### src/rtl/sbox_layer_arbiter_if.sv
// sbox_layer_arbiter_if
//    Request/response bundle between NREQ round engines and the shared
//    DES S-box layer.
//    req_valid [NREQ]     : requester i presents a 48-bit S-layer input
//    req_data  [48*NREQ]  : requester i input at [48*i+47 : 48*i]
//    req_ready [NREQ]     : one-hot/zero grant, requester i accepted this cycle
//    rsp_valid [NREQ]     : one-hot/zero, rsp_data belongs to requester i
//    rsp_data  [32]       : registered S-layer result
//    rsp_ready [NREQ]     : requester i consumes its response
//    slave  = arbiter side, master = requester side.
interface sbox_layer_arbiter_if #(
   parameter int NREQ = 2
);
   logic [NREQ-1:0]      req_valid;
   logic [48*NREQ-1:0]   req_data;
   logic [NREQ-1:0]      req_ready;
   logic [NREQ-1:0]      rsp_valid;
   logic [31:0]          rsp_data;
   logic [NREQ-1:0]      rsp_ready;

   modport slave (
      input  req_valid, req_data, rsp_ready,
      output req_ready, rsp_valid, rsp_data
   );

   modport master (
      output req_valid, req_data, rsp_ready,
      input  req_ready, rsp_valid, rsp_data
   );
endinterface

### src/rtl/sbox_layer_arbiter.sv
// sbox_layer_arbiter
//    One DES S-box substitution layer (sbox1..sbox8, 48 -> 32 bits) shared
//    by NREQ round engines. Round-robin grant into a single registered
//    response slot; the slot can drain and refill in the same cycle, so a
//    continuously-ready consumer sees one result per cycle.
//    clk : rising-edge clock
//    rst : synchronous reset, active high
//    bus : sbox_layer_arbiter_if.slave (request channels, response bus)
module sbox_layer_arbiter #(
   parameter int NREQ = 2
) (
   input  logic                  clk,
   input  logic                  rst,
   sbox_layer_arbiter_if.slave   bus
);
   localparam logic [1:0] LAST_IDX = 2'(NREQ - 1);

   // Each entry is one S-box, 64 nibbles, row-major (row*16+col), with
   // element 0 in the most significant nibble.
   localparam logic [255:0] SBOX_TAB [8] = '{
      256'hE4D12FB83A6C5907_0F74E2D1A6CB9538_41E8D62BFC973A50_FC8249175B3EA06D,
      256'hF18E6B34972DC05A_3D47F28EC01A69B5_0E7BA4D158C6932F_D8A13F42B67C05E9,
      256'hA09E63F51DC7B428_D70934A6285ECBF1_D6498F30B12C5AE7_1AD069874FE3B52C,
      256'h7DE3069A1285BC4F_D8B56F03472C1AE9_A690CB7DF13E5284_3F06A1D8945BC72E,
      256'h2C417AB6853FD0E9_EB2C47D150FA3986_421BAD78F9C5630E_B8C71E2D6F09A453,
      256'hC1AF92680D34E75B_AF427C9561DE0B38_9EF528C3704A1DB6_432C95FABE17608D,
      256'h4B2EF08D3C975A61_D0B7491AE35C2F86_14BDC37EAF680592_6BD814A7950FE23C,
      256'hD2846FB1A93E50C7_1FD8A374C56B0E92_7B419CE206ADF358_21E74A8DFC90356B
   };

   logic             r_rsp_full;
   logic [1:0]       r_owner;
   logic [1:0]       r_rr_ptr;
   logic [31:0]      r_rsp_data;

   logic [NREQ-1:0]  w_rsp_valid;
   logic [NREQ-1:0]  w_grant;
   logic [1:0]       w_grant_idx;
   logic             w_grant_any;
   logic             w_owner_ready;
   logic             w_free;
   logic [47:0]      w_masked [NREQ];
   logic [47:0]      w_sel_data;
   logic [31:0]      w_sbox_out;

   genvar gi;

   // Per-requester response valid and grant-masked request data. Masking
   // with a known-zero grant keeps X on unselected inputs out of the layer.
   generate
      for (gi = 0; gi < NREQ; gi++) begin : g_req
         assign w_rsp_valid[gi] = r_rsp_full && (r_owner == 2'(gi));
         assign w_masked[gi]    = w_grant[gi] ? bus.req_data[48*gi +: 48] : 48'h0;
      end
   endgenerate

   always_comb begin
      w_sel_data = '0;
      for (int j = 0; j < NREQ; j++) begin
         w_sel_data = w_sel_data | w_masked[j];
      end
   end

   // Only the current owner's rsp_ready can free the slot.
   assign w_owner_ready = |(w_rsp_valid & bus.rsp_ready);
   assign w_free        = !r_rsp_full || w_owner_ready;

   // Round-robin: first scan indices rr_ptr..NREQ-1, then wrap to 0..rr_ptr-1.
   always_comb begin
      w_grant     = '0;
      w_grant_idx = '0;
      w_grant_any = 1'b0;
      if (w_free) begin
         for (int j = 0; j < NREQ; j++) begin
            if (!w_grant_any && bus.req_valid[j] && (2'(j) >= r_rr_ptr)) begin
               w_grant[j]  = 1'b1;
               w_grant_idx = 2'(j);
               w_grant_any = 1'b1;
            end
         end
         for (int j = 0; j < NREQ; j++) begin
            if (!w_grant_any && bus.req_valid[j] && (2'(j) < r_rr_ptr)) begin
               w_grant[j]  = 1'b1;
               w_grant_idx = 2'(j);
               w_grant_any = 1'b1;
            end
         end
      end
   end

   // Eight S-boxes in parallel. Chunk k is in[47-6k:42-6k]; row is the
   // outer bit pair, column the inner four bits. ~elem addresses the table
   // from its most significant nibble.
   generate
      for (gi = 0; gi < 8; gi++) begin : g_sbox
         logic [5:0] w_chunk;
         logic [5:0] w_elem;
         assign w_chunk = w_sel_data[47-6*gi -: 6];
         assign w_elem  = {w_chunk[5], w_chunk[0], w_chunk[4:1]};
         assign w_sbox_out[31-4*gi -: 4] = SBOX_TAB[gi][{~w_elem, 2'b00} +: 4];
      end
   endgenerate

   always_ff @(posedge clk) begin
      if (rst) begin
         r_rsp_full <= 1'b0;
         r_owner    <= 2'd0;
         r_rr_ptr   <= 2'd0;
         r_rsp_data <= 32'h0;
      end else if (w_grant_any) begin
         r_rsp_full <= 1'b1;
         r_owner    <= w_grant_idx;
         r_rsp_data <= w_sbox_out;
         r_rr_ptr   <= (w_grant_idx == LAST_IDX) ? 2'd0 : w_grant_idx + 2'd1;
      end else if (r_rsp_full && w_owner_ready) begin
         r_rsp_full <= 1'b0;
      end
   end

   assign bus.req_ready = w_grant;
   assign bus.rsp_valid = w_rsp_valid;
   assign bus.rsp_data  = r_rsp_data;
endmodule
### src/flat_wrapper.sv
// flat-port wrapper written by rule: the top's interface ports become plain ports
module sbox_layer_arbiter_flat 
#(
   parameter int NREQ = 2
)
  (clk, rst, bus_req_valid, bus_req_data, bus_rsp_ready, bus_req_ready, bus_rsp_valid, bus_rsp_data);
  sbox_layer_arbiter_if #(.NREQ(NREQ)) bus_i ();
  input  logic clk;
  input  logic rst;
  input wire logic [$bits(bus_i.req_valid)-1:0] bus_req_valid;
  input wire logic [$bits(bus_i.req_data)-1:0] bus_req_data;
  input wire logic [$bits(bus_i.rsp_ready)-1:0] bus_rsp_ready;
  output wire logic [$bits(bus_i.req_ready)-1:0] bus_req_ready;
  output wire logic [$bits(bus_i.rsp_valid)-1:0] bus_rsp_valid;
  output wire logic [$bits(bus_i.rsp_data)-1:0] bus_rsp_data;
  assign bus_i.req_valid = bus_req_valid;
  assign bus_i.req_data = bus_req_data;
  assign bus_i.rsp_ready = bus_rsp_ready;
  assign bus_req_ready = bus_i.req_ready;
  assign bus_rsp_valid = bus_i.rsp_valid;
  assign bus_rsp_data = bus_i.rsp_data;
  sbox_layer_arbiter #(.NREQ(NREQ)) u_core (.clk(clk), .rst(rst), .bus(bus_i));
endmodule
### config.mk
export PLATFORM = sky130hd
export DESIGN_NAME = sbox_layer_arbiter_flat
export DESIGN_NICKNAME = d
export VERILOG_FILES = /design/src/rtl/sbox_layer_arbiter_if.sv /design/src/rtl/sbox_layer_arbiter.sv /design/src/flat_wrapper.sv
export SDC_FILE = /design/constraint.sdc
export NUM_CORES = 1
export LEC_CHECK = 0
export BUFFER_PORTS_ARGS = -buffer_cell sky130_fd_sc_hd__buf_2
export CAP_MARGIN = 30
export CORE_MARGIN = 3
export CORE_UTILIZATION = 59
export DETAILED_ROUTE_END_ITERATION = 8
export HOLD_SLACK_MARGIN = 0.12
export PLACE_DENSITY = 0.84
export SKIP_LAST_GASP = 1
export SLEW_MARGIN = 20
export SYNTH_ARGS = -nofsm -noshare
export SYNTH_HDL_FRONTEND = slang
export SYNTH_SLANG_ARGS = --single-unit
### constraint.sdc
create_clock -name clk -period 3.6 [get_ports clk]
set_clock_uncertainty 0.1 [all_clocks]
set_input_delay 0.18 -clock clk [delete_from_list [all_inputs] [get_ports clk]]
set_output_delay 0.18 -clock clk [all_outputs]
set_load 0.03 [all_outputs]
* Yosys cells after proc, flatten, opt, wreduce, memory -nomap -nowiden
Index checks and enable logic that the tools add are counted.
** Storage, ports and cells
- Register bits after elaboration :: 37
- Input bits :: 102
- Word-level logic and storage cells :: 68
** Cells by class
- Add/sub/neg operators :: 1
- $lt $le $gt $ge :: 4
- Eq/ne operators :: 2
- Shift operators :: 8
- Multiplexer cells :: 21
- Bitwise gates (word level) :: 10
- Reductions and logical operators :: 18
** Operators by type and width (count)
- $shiftx 256x9->4 const A :: 8
- $mux 48 :: 2
- $not 6->6 :: 8
- $or 48x48->48 :: 1
- $mux 1 :: 16
- $logic_and 1x1->1 :: 10
- $mux 2 :: 3
- $eq 2x1->1 const B :: 2
- $ge 1x2->1 const A :: 2
- $logic_not 1->1 :: 4
- $lt 1x2->1 const A :: 2
- $add 2x1->2 const B :: 1
- $and 2x2->2 :: 1
- $logic_not 2->1 :: 1
- $reduce_bool 2->1 :: 1
- $reduce_or 2->1 :: 1
- $logic_or 1x1->1 :: 1

* Longest topological paths before layout
Gate-level depths: netlist of run 1.
- Depth after elaboration :: 25
- Depth in mapped cells :: 14
- Depth with buffers taken out :: 11

* Worst setup path after synthesis of run 1
No wires, ideal clock.
- Kind :: flip-flop to flip-flop
- Start :: register u_core.r_rr_ptr[0]
- End :: register u_core.r_rsp_data[20], in the netlist u_core.bus.rsp_data[20]
- Data arrival time :: 2852 ps
- Path slack :: 531 ps
- Stages on the path, launching flop included :: 14
- Clock period less this slack :: 3069 ps
- Path through :: dfxtp_1 -> nand2b_4 -> buf_4 -> buf_6 -> buf_4 -> a32oi_1 -> nor2_1 -> inv_1 -> ha_1 -> clkbuf_1 -> o211ai_1 -> a21oi_1 -> a211o_1 -> a22o_1
** Between the ends
- Cells in the longest elaborated chain, start to end :: 23
- Elaborated cells between the ends (all ways) :: 31
- Classes of those cells :: order compare: 4; shift: 1; mux: 14; bitwise: 2; reduce/logical: 10
** RTL lines
- from (decl) :: line sbox_layer_arbiter.sv:33 : logic [1:0] r_rr_ptr;
- from (signal assigned) :: line sbox_layer_arbiter.sv:114 : r_rr_ptr <= (w_grant_idx == LAST_IDX) ? 2'd0 : w_grant_idx + 2'd1;
- $ge 1x2->1 :: line sbox_layer_arbiter.sv:75 : if (!w_grant_any && bus.req_valid[j] && (2'(j) >= r_rr_ptr)) begin
- $logic_and 1x1->1 :: line sbox_layer_arbiter.sv:75
- $mux 1 :: line sbox_layer_arbiter.sv:75
- $mux 1 :: line sbox_layer_arbiter.sv:73 : if (w_free) begin
- $logic_not 1->1 :: line sbox_layer_arbiter.sv:75
- $logic_and 1x1->1 (2 in series) :: line sbox_layer_arbiter.sv:75
- $mux 1 :: line sbox_layer_arbiter.sv:75
- $mux 1 :: line sbox_layer_arbiter.sv:73
- [... 5 more ...]
- $logic_not 1->1 :: line sbox_layer_arbiter.sv:82 : if (!w_grant_any && bus.req_valid[j] && (2'(j) < r_rr_ptr)) begin
- $logic_and 1x1->1 (2 in series) :: line sbox_layer_arbiter.sv:82
- $mux 1 :: line sbox_layer_arbiter.sv:82
- $mux 2 :: line sbox_layer_arbiter.sv:73
- $mux 48 :: line sbox_layer_arbiter.sv:53 : assign w_masked[gi] = w_grant[gi] ? bus.req_data[48*gi +: 48] : 48'h0;
- $or 48x48->48 :: line sbox_layer_arbiter.sv:60 : w_sel_data = w_sel_data | w_masked[j];
- $not 6->6 :: line sbox_layer_arbiter.sv:100 : assign w_sbox_out[31-4*gi -: 4] = SBOX_TAB[gi][{~w_elem, 2'b00} +: 4];
- $shiftx 256x9->4 :: line sbox_layer_arbiter.sv:100
- to (signal assigned) :: line sbox_layer_arbiter.sv:113 : r_rsp_data <= w_sbox_out;
- to (decl) :: line sbox_layer_arbiter.sv:34 : logic [31:0] r_rsp_data;
Several ways; a longest one is shown, not always the timed one. The select of a mux whose other input is x is not followed.
A chain may end at the register's enable or synchronous reset.

* Final worst setup path of run 1
- Start :: register u_core.r_owner[0]
- End :: register u_core.r_rsp_data[0], in the netlist u_core.bus.rsp_data[0]
** Between the ends
- Cells in the longest elaborated chain, start to end :: 10
- Elaborated cells between the ends (all ways) :: 14
- Classes of those cells :: eq/ne: 1; shift: 1; mux: 4; bitwise: 3; reduce/logical: 5
** RTL lines
- from (decl) :: line sbox_layer_arbiter.sv:32 : logic [1:0] r_owner;
- from (signal assigned) :: line sbox_layer_arbiter.sv:112 : r_owner <= w_grant_idx;
- $eq 2x1->1 or $logic_not 2->1 (tied branches) :: line sbox_layer_arbiter.sv:52 : assign w_rsp_valid[gi] = r_rsp_full && (r_owner == 2'(gi));
- $logic_and 1x1->1 :: line sbox_layer_arbiter.sv:52
- $and 2x2->2 * :: line sbox_layer_arbiter.sv:65 : assign w_owner_ready = |(w_rsp_valid & bus.rsp_ready);
- $reduce_or 2->1 * :: line sbox_layer_arbiter.sv:65
- $logic_or 1x1->1 * :: line sbox_layer_arbiter.sv:66 : assign w_free = !r_rsp_full || w_owner_ready;
- $mux 2 :: line sbox_layer_arbiter.sv:73
- $mux 48 :: line sbox_layer_arbiter.sv:53
- $or 48x48->48 :: line sbox_layer_arbiter.sv:60
- $not 6->6 :: line sbox_layer_arbiter.sv:100
- $shiftx 256x9->4 :: line sbox_layer_arbiter.sv:100
Every way passes the cells marked *; elsewhere a longest branch is shown, timed or not.

==> impl_metrics.ini, run 1 <==
[placed_design]
place.port_buffers = 137
worst_case_setup_slack_after_placement_ps = 367
place_congestion = 1.06
hpwl_mm = 20.5

[final_layout]
fraction_of_final_layout_cells_sized_beyond_drive_strength_1_pct = 18.3
layout.nets = 1387
area_of_the_multi_input_gates_um2 = 6430
antennaDiodeCount = 0
syn2layout_area_growth_pct = 12.6
seq_area_um2 = 701
fill_cells = 1180

[floorplan]
floorplan.die.width_um = 120
coreArea_um2 = 12700
placementRows = 41
ios = 138
floorplan.initialDensity_pct = 60.7
die_y_um = 120
dieArea_um2 = 14400

[pwr]
power.internal_mw = 1.34
clockPowerShare_pct = 17.4
cellPowerDensity_nw_per_um2 = 315
power.switching_fraction_pct = 51.0
leakage_nw = 3.54
seqPwrFrac_pct = 18.1
vdd_ir_drop_max_mv = 0.184
power.net_switching_mw = 1.39
p_comb_share_pct = 64.5

[cts]
clock_tree.buffer_depth = 2
tritoncts = done
clock_latency_ps = 300
clkSlewWorstSetupHoldPaths_ps = 60
post_cts_resized = 0
clock-root-buffer = sky130_fd_sc_hd__clkbuf_16
cts_sinks = 35
post_cts_hold_buffer_count = 0
post_cts_buffers = 0
htree_levels = 2
number_of_clock_buffers_inserted_by_tritoncts = 5

[worst_setup_path]
crit_path_max_fanout = 16
r2r.worst_path.cells = 8
slowest_delay_ps = 470
timing.setup.critical_path_class = reg2reg
setup.worst_path.end_class = flop
critical_path_required_ps = 3720
worst_path_max_delay_cell = sky130_fd_sc_hd__mux4_2
setup.worst_path.start_class = flop
worstPathCellList = mux2i_1, and2_2, or2_2, clkinv_1, ha_1, mux4_2, a311o_1, a311oi_1
worst-endpoint-arrival_ps = 3450

[min_path]
min_path_cells = 3
hold_class = in2reg

[sta]
worst_margin_pin_slew_ps = 926
hold_slack_ps = 294
achievable-frequency_mhz = 300
setup_slack_ps = 269
period_needed_ps = 3330
final_clock_period_utilization_by_the_worst_path_pct = 92.5
setup_viol_count_final = 0
slew_headroom_pct = 38.2
final.setup.tns_ps = 0
timing.final.hold_violations = 0
maxSlewViolCount = 0
rsz_0062_raised_after_global_routing = no

[global_route]
residual_overflow_from_global_routing = 0
antenna_violations_before_repair = 0
grt_max_degree = 92
grt_pass1_wl_mm = 44.1
grt_pass1_vias = 8669
global_route.usage.total_pct = 37.0

[routing]
highest_layer = met4
via_count = 10062
route.final.wire_length_mm = 28.6
avgViaCountPerCell = 7.19
antenna_left = 0
initialDrtViolationCount = 1582
detail_route.wirelength.met1_mm = 11.7
wl_met2_mm = 12.7
met3RoutedLength_mm = 3.20
route.detailed.drc = 0
post_drt_wl_per_cell_um = 20.5
firstDrtPassIters = 6

[flow_run]
maxCapViolations = 0

[synthesis]
post_synthesis_cell_area_um2 = 7690
synth_ff_type = sky130_fd_sc_hd__dfxtp_1
synth.yosys.seq_area_share_pct = 9.11
synth_common_cells = sky130_fd_sc_hd__nand2_1 (127), sky130_fd_sc_hd__nor2_1 (81), sky130_fd_sc_hd__o21ai_0 (76)
post_synthesis_cell_count = 1133
yosys.area.top_type = sky130_fd_sc_hd__ha_1
per_instance_average_area_after_synthesis_um2 = 6.79
synth_most_common_cell = sky130_fd_sc_hd__nand2_1
ys_warn_count = 0
synth_largest_type_area_fraction_pct = 9.60
synth_cell_type_count = 77
postSynthRegisterBits = 35
post_synth_main_area_contributors = sky130_fd_sc_hd__ha_1 (9.6%), sky130_fd_sc_hd__dfxtp_1 (9.1%), sky130_fd_sc_hd__nand2_1 (6.2%)
postSynthNetCount = 1294
synth_enable_flop_cells = 0
synth-async-reset-ratio_pct = 0

[run_status]
status = finished clean
## cell usage in the layout, fill, tap and decap left out, drive strengths merged, types with 15 or more instances in the layout
cell    count
o211ai     43
dfxtp      35
o21ai      84
nand2     128
nand3      53
mux2i      18
and3       15
a211oi     28
ha         59
a21oi      76
and2       18
buf       181
nor3       39
nor2       82
nor4       17
a32oi      31
inv        30
a31oi      31
## path summary, 6_finish.rpt
kind                      startpoint                 endpoint  slack, ps
max                u_core.r_owner[0]   u_core.bus.rsp_data[0]        270
min                              rst   u_core.bus.rsp_data[2]        290
max reg2reg        u_core.r_owner[0]   u_core.bus.rsp_data[0]        270
min reg2reg  u_core.bus.rsp_data[18]  u_core.bus.rsp_data[18]        380
## metal layers
metal / GRT usage, % / vias to the layer above
met5: 0 / -
li1: - / 4595
met1: 50.3 / 4620
met2: 57.9 / 740
met3: 6.97 / 107
met4: 14.5 / 0
## critical path: cells and delay by family (launching register included)
family                   cells  cell delay [ps]
AND/OR/NAND/NOR              2              730
AO/OA/AOI/OAI                2              550
multiplexers                 2              790
flip-flops                   1              400
adder cells (fa/ha/maj)      1              360
buffers and inverters        1              320
## kinds of logic (layout without fill, tap and decap cells)
logic type / after synthesis / count (layout) / share of synthesized area (%)
mux: 27 / 27 / 3.95
buf+inv: 126 / 220 / 7.35
xor+xnor: 20 / 20 / 2.28
flops: 35 / 35 / 9.11
compound gates: 456 / 456 / 41.9
fa+ha+maj: 59 / 59 / 9.60
simple gates: 410 / 410 / 25.8
## flip-flops by register name (all words and copies together), names as in the netlist
signal / count
u_core.r_rr_ptr: 1
u_core.bus.rsp_data: 32
u_core.r_rsp_full: 1
u_core.r_owner: 1
## layout make-up
cell class                 instances  share of cell area, %
tap                              172                   2.49
multi-input combinational        972                   74.3
timing repair buffer             181                   12.2
sequential                        35                   8.09
inverter                          31                   1.34
clock buffer                       5                   1.45
clock inverter                     3                  0.173
## per-stage QoR
step | cell area [um2] | total power, mW | util [%] | std cells
2_1_floorplan | 7690 | 1.73 | - | 1133
3_3_place_gp | 8520 | 2.20 | 67.2 | 1391
3_5_place_dp | 8520 | 2.20 | 67.2 | 1391
4_1_cts | 8660 | 2.68 | 68.3 | 1399
5_1_grt | 8660 | 2.89 | 68.3 | 1399
6_report | 8660 | 2.73 | 68.3 | 1399
## power by group through the flow
stage                     clock network [mW]  logic, mW  registers [mW]
after global placement                     0       1.70           0.499
after global routing                   0.489       1.90           0.499
after CTS                              0.478       1.71           0.493
final                                  0.476       1.76           0.494
after floorplan                            0       1.12           0.613
after detailed placement                   0       1.70           0.500
Power figures use the tool's default switching activity.
==> run 2, diff against run 1 <==
--- a/config.mk
+++ b/config.mk
@@ -8,10 +8,10 @@
 export BUFFER_PORTS_ARGS = -buffer_cell sky130_fd_sc_hd__buf_2
 export CAP_MARGIN = 30
 export CORE_MARGIN = 3
-export CORE_UTILIZATION = 59
+export CORE_UTILIZATION = 50
 export DETAILED_ROUTE_END_ITERATION = 8
 export HOLD_SLACK_MARGIN = 0.12
-export PLACE_DENSITY = 0.84
+export PLACE_DENSITY = 0.73
 export SKIP_LAST_GASP = 1
 export SLEW_MARGIN = 20
 export SYNTH_ARGS = -nofsm -noshare
==> constraint.sdc (replaced) <==
create_clock -name clk -period 3.6 [get_ports clk]
set_clock_uncertainty 0.1 [all_clocks]
set_input_delay 0.36 -clock clk [delete_from_list [all_inputs] [get_ports clk]]
set_output_delay 0.36 -clock clk [all_outputs]
set_load 0.03 [all_outputs]
==> impl_metrics.ini, run 2 (synthesis results as in run 1) <==
[floorplan]
die_y_um = 130
placementRows = 44
dieArea_um2 = 16900
floorplan.die.width_um = 130
ios = 138
coreArea_um2 = 14800
floorplan.initialDensity_pct = 51.9

[cts]
clkSlewWorstSetupHoldPaths_ps = 60
number_of_clock_buffers_inserted_by_tritoncts = 5
clock_latency_ps = 300
clock_tree.buffer_depth = 2
htree_levels = 2
post_cts_resized = 0
post_cts_hold_buffer_count = 0
tritoncts = done
post_cts_buffers = 0
cts_sinks = 35
clock-root-buffer = sky130_fd_sc_hd__clkbuf_16

[worst_setup_path]
r2r.worst_path.cells = 11
crit_path_max_fanout = 31
critical_path_required_ps = 3710
timing.setup.critical_path_class = reg2reg
setup.worst_path.start_class = flop
worst-endpoint-arrival_ps = 3450
setup.worst_path.end_class = flop

[routing]
firstDrtPassIters = 5
route.detailed.drc = 0
avgViaCountPerCell = 6.94
post_drt_wl_per_cell_um = 20.3
via_count = 9825
initialDrtViolationCount = 1028
antenna_left = 0
route.final.wire_length_mm = 28.8

[sta]
maxSlewViolCount = 0
final_clock_period_utilization_by_the_worst_path_pct = 92.9
rsz_0062_raised_after_global_routing = no
achievable-frequency_mhz = 299
final.setup.tns_ps = 0
slew_headroom_pct = 40.7
timing.final.hold_violations = 0
period_needed_ps = 3350
worst_margin_pin_slew_ps = 889
setup_viol_count_final = 0

[final_layout]
antennaDiodeCount = 0
fraction_of_final_layout_cells_sized_beyond_drive_strength_1_pct = 18.6
syn2layout_area_growth_pct = 13.2
layout_commonest_cell = sky130_fd_sc_hd__buf_2
final_area_um2 = 8710
layout.nets = 1391
layout.cells.most_common_list = sky130_fd_sc_hd__buf_2 (137), sky130_fd_sc_hd__nand2_1 (126), sky130_fd_sc_hd__nor2_1 (79)
largest_reg_flops = 32

[placed_design]
placedInstanceArea_um2 = 8560
hpwl_mm = 21.0
place_congestion = 1.00
place.port_buffers = 137

[pwr]
leakage_nw = 3.55
cellPowerDensity_nw_per_um2 = 314
vdd_ir_drop_max_mv = 0.189

[global_route]
grt_pass1_vias = 8854
residual_overflow_from_global_routing = 0
grt_max_degree = 92
grt_pass1_wl_mm = 45.2
global_route.usage.total_pct = 32.5
antenna_violations_before_repair = 0

[run_status]
status = finished clean

[min_path]
hold_class = in2reg
min_path_cells = 2

[flow_run]
maxCapViolations = 0
==> run 2: through the flow <==
stage	cells	worst slack (ps)	total power, mW	hold slack [ps]	util (%)
after global placement	1407	184	2.22	364	57.8
after detailed placement	1407	239	2.22	371	57.8
after global routing	1415	4.78	2.91	325	58.8
after floorplan	1133	531	1.73	419	-
final	1415	255	2.73	311	58.8
after CTS	1415	323	2.70	296	58.8
==> run 2: path summary, 6_finish.rpt <==
check	from	slack (ps)	to
setup / recovery	u_core.r_rr_ptr[0]	250	u_core.bus.rsp_data[28]
hold / removal	rst	310	u_core.r_rsp_full
setup reg to reg	u_core.r_rr_ptr[0]	250	u_core.bus.rsp_data[28]
hold reg to reg	u_core.bus.rsp_data[11]	380	u_core.bus.rsp_data[11]
==> run 2: worst max-delay path, stage by stage, from the launching register on <==
cell	delay, ps
sky130_fd_sc_hd__dfxtp_1	400
sky130_fd_sc_hd__nand2b_4	340
sky130_fd_sc_hd__buf_12	260
sky130_fd_sc_hd__a32o_1	300
sky130_fd_sc_hd__nand2_1	180
sky130_fd_sc_hd__inv_1	160
sky130_fd_sc_hd__ha_1	250
sky130_fd_sc_hd__a211oi_1	240
sky130_fd_sc_hd__a21oi_1	100
sky130_fd_sc_hd__a2111oi_0	510
sky130_fd_sc_hd__a311oi_1	130
sky130_fd_sc_hd__nor4_1	280
==> run 2: cell type report <==
class	count	area, um2
clock buffer	5	125
clock inverter	3	20.0
fill	1428	6100
inverter	31	116
multi-input combinational	972	6430
sequential	35	701
tap	184	230
timing repair buffer	185	1080
==> run 2: metal layers <==
layer / GRT usage (%) / vias to the layer above / wire (um)
li1: - / 4606 / -
met1: 45.4 / 4567 / 12300
met2: 51.1 / 588 / 12900
met3: 4.75 / 64 / 2670
met4: 11.6 / 0 / 837
met5: 0 / - / 0
==> run 2: power by group <==
group	internal, mW	total [mW]	leakage (nW)	switching [mW]
registers	0.452	0.495	0.291	0.0428
clock network	0.256	0.469	0.0658	0.213
logic	0.637	1.77	3.19	1.13
==> run 3, diff against run 2 <==
--- a/config.mk
+++ b/config.mk
@@ -7,7 +7,7 @@
 export LEC_CHECK = 0
 export BUFFER_PORTS_ARGS = -buffer_cell sky130_fd_sc_hd__buf_2
 export CAP_MARGIN = 30
-export CORE_MARGIN = 3
+export CORE_ASPECT_RATIO = 0.5
 export CORE_UTILIZATION = 50
 export DETAILED_ROUTE_END_ITERATION = 8
 export HOLD_SLACK_MARGIN = 0.12
==> impl_metrics.ini, run 3 (synthesis results as in run 1) <==
[routing]
route.final.wire_length_mm = 30.0
firstDrtPassIters = 9
via_count = 10031
initialDrtViolationCount = 1361
route.detailed.drc = 0
post_drt_wl_per_cell_um = 20.9
avgViaCountPerCell = 7.01
antenna_left = 0

[worst_setup_path]
setup.worst_path.end_class = flop
setup.worst_path.start = u_core.r_owner[0]
critical_path_required_ps = 3700
timing.setup.critical_path_class = reg2reg
worst-endpoint-arrival_ps = 3500
reg2reg_from = u_core.r_owner[0]
reg2reg_slack_ps = 200
crit_path_max_fanout = 24
setup.worst_path.start_class = flop

[floorplan]
die_y_um = 89.7
floorplan.die.width_um = 177
dieArea_um2 = 15900
ios = 138
placementRows = 31
coreArea_um2 = 14700
floorplan.initialDensity_pct = 52.2

[global_route]
grt_pass1_vias = 8775
grt_pass1_wl_mm = 46.0
grt_max_degree = 60
antenna_violations_before_repair = 1
global_route.usage.total_pct = 36.3
residual_overflow_from_global_routing = 0

[final_layout]
layout.cells.most_common_list = sky130_fd_sc_hd__buf_2 (137), sky130_fd_sc_hd__nand2_1 (126), sky130_fd_sc_hd__nor2_1 (79)
area_of_the_multi_input_gates_um2 = 6430
final_area_um2 = 8740
instances_no_fill = 1431
seq_area_um2 = 701
fill_cells = 1391
largest_reg_flops = 32
syn2layout_area_growth_pct = 13.7
layout_commonest_cell = sky130_fd_sc_hd__buf_2
fraction_of_final_layout_cells_sized_beyond_drive_strength_1_pct = 18.7
layout.nets = 1393

[pwr]
p_comb_share_pct = 65.1
power.switching_fraction_pct = 50.6
cellPowerDensity_nw_per_um2 = 316
power.internal_mw = 1.36
seqPwrFrac_pct = 17.7
clockPowerShare_pct = 17.2
power.net_switching_mw = 1.40
vdd_ir_drop_max_mv = 0.205
leakage_nw = 3.57

[sta]
final_clock_period_utilization_by_the_worst_path_pct = 94.4
period_needed_ps = 3400
worst_margin_pin_slew_ps = 897
maxSlewViolCount = 0
final.setup.tns_ps = 0
rsz_0062_raised_after_global_routing = no
timing.final.hold_violations = 0
slew_headroom_pct = 40.2
achievable-frequency_mhz = 294
setup_viol_count_final = 0

[placed_design]
placed_cells_incl_taps = 1423
place_congestion = 1.01
hpwl_mm = 22.4
place.port_buffers = 137
placedInstanceArea_um2 = 8600

[run_status]
status = finished clean

[cts]
clock_tree.buffer_depth = 2
post_cts_resized = 0
clock-root-buffer = sky130_fd_sc_hd__clkbuf_16
post_cts_hold_buffer_count = 0
htree_levels = 2
cts_sinks = 35
tritoncts = done
clkSlewWorstSetupHoldPaths_ps = 70
post_cts_buffers = 0
number_of_clock_buffers_inserted_by_tritoncts = 5
clock_latency_ps = 290

[flow_run]
maxCapViolations = 0

[min_path]
worst_hold_startpoint = u_core.bus.rsp_data[29]
hold_class = reg2reg
==> run 3: per-stage QoR <==
stage	power, mW	util [%]	hold WS, ps	setup WS [ps]
floorplan	1.73	-	419	531
global placement	2.23	58.3	346	263
detailed placement	2.23	58.3	352	263
CTS	2.71	59.3	379	237
global route	2.93	59.3	408	47.9
finish	2.76	59.3	374	201
==> run 3: worst paths after layout <==
check / to / depth (start not counted)
setup reg to reg: u_core.bus.rsp_data[0] / 8
hold reg to reg: u_core.bus.rsp_data[29] / 2
hold / removal: u_core.bus.rsp_data[29] / 2
setup / recovery: u_core.bus.rsp_data[0] / 8
==> run 3: routing by layer <==
layer	up-vias	GRT usage (%)	wire length, um
met4	0	9.95	662
met5	-	0	0
li1	4603	-	-
met3	95	11.3	3830
met2	700	53.3	12200
met1	4633	50.8	13300
==> run 3: area by class of cell <==
cell class | count | share of cell area (%)
antenna | 1 | 0.0286
clock buffer | 6 | 1.59
clock inverter | 1 | 0.0572
inverter | 31 | 1.33
multi-input combinational | 972 | 73.6
sequential | 35 | 8.01
tap | 198 | 2.83
timing repair buffer | 187 | 12.6
==> run 3: critical path: stages, from the launching register on <==
cell and delay [ps]:
sky130_fd_sc_hd__dfxtp_1 410, sky130_fd_sc_hd__mux2i_1 350, sky130_fd_sc_hd__and2_2 530, sky130_fd_sc_hd__or2_2 290, sky130_fd_sc_hd__clkinv_1 290, sky130_fd_sc_hd__ha_1 340, sky130_fd_sc_hd__mux4_2 450, sky130_fd_sc_hd__a311o_1 370
sky130_fd_sc_hd__a311oi_1 190
==> run 3: power by group through the flow <==
| stage | sequential (mW) | clock (mW) | combinational, mW |
|---|---|---|---|
| floorplan | 0.613 | 0 | 1.12 |
| global placement | 0.496 | 0 | 1.73 |
| detailed placement | 0.497 | 0 | 1.73 |
| CTS | 0.489 | 0.476 | 1.74 |
| global route | 0.497 | 0.492 | 1.94 |
| finish | 0.488 | 0.474 | 1.80 |
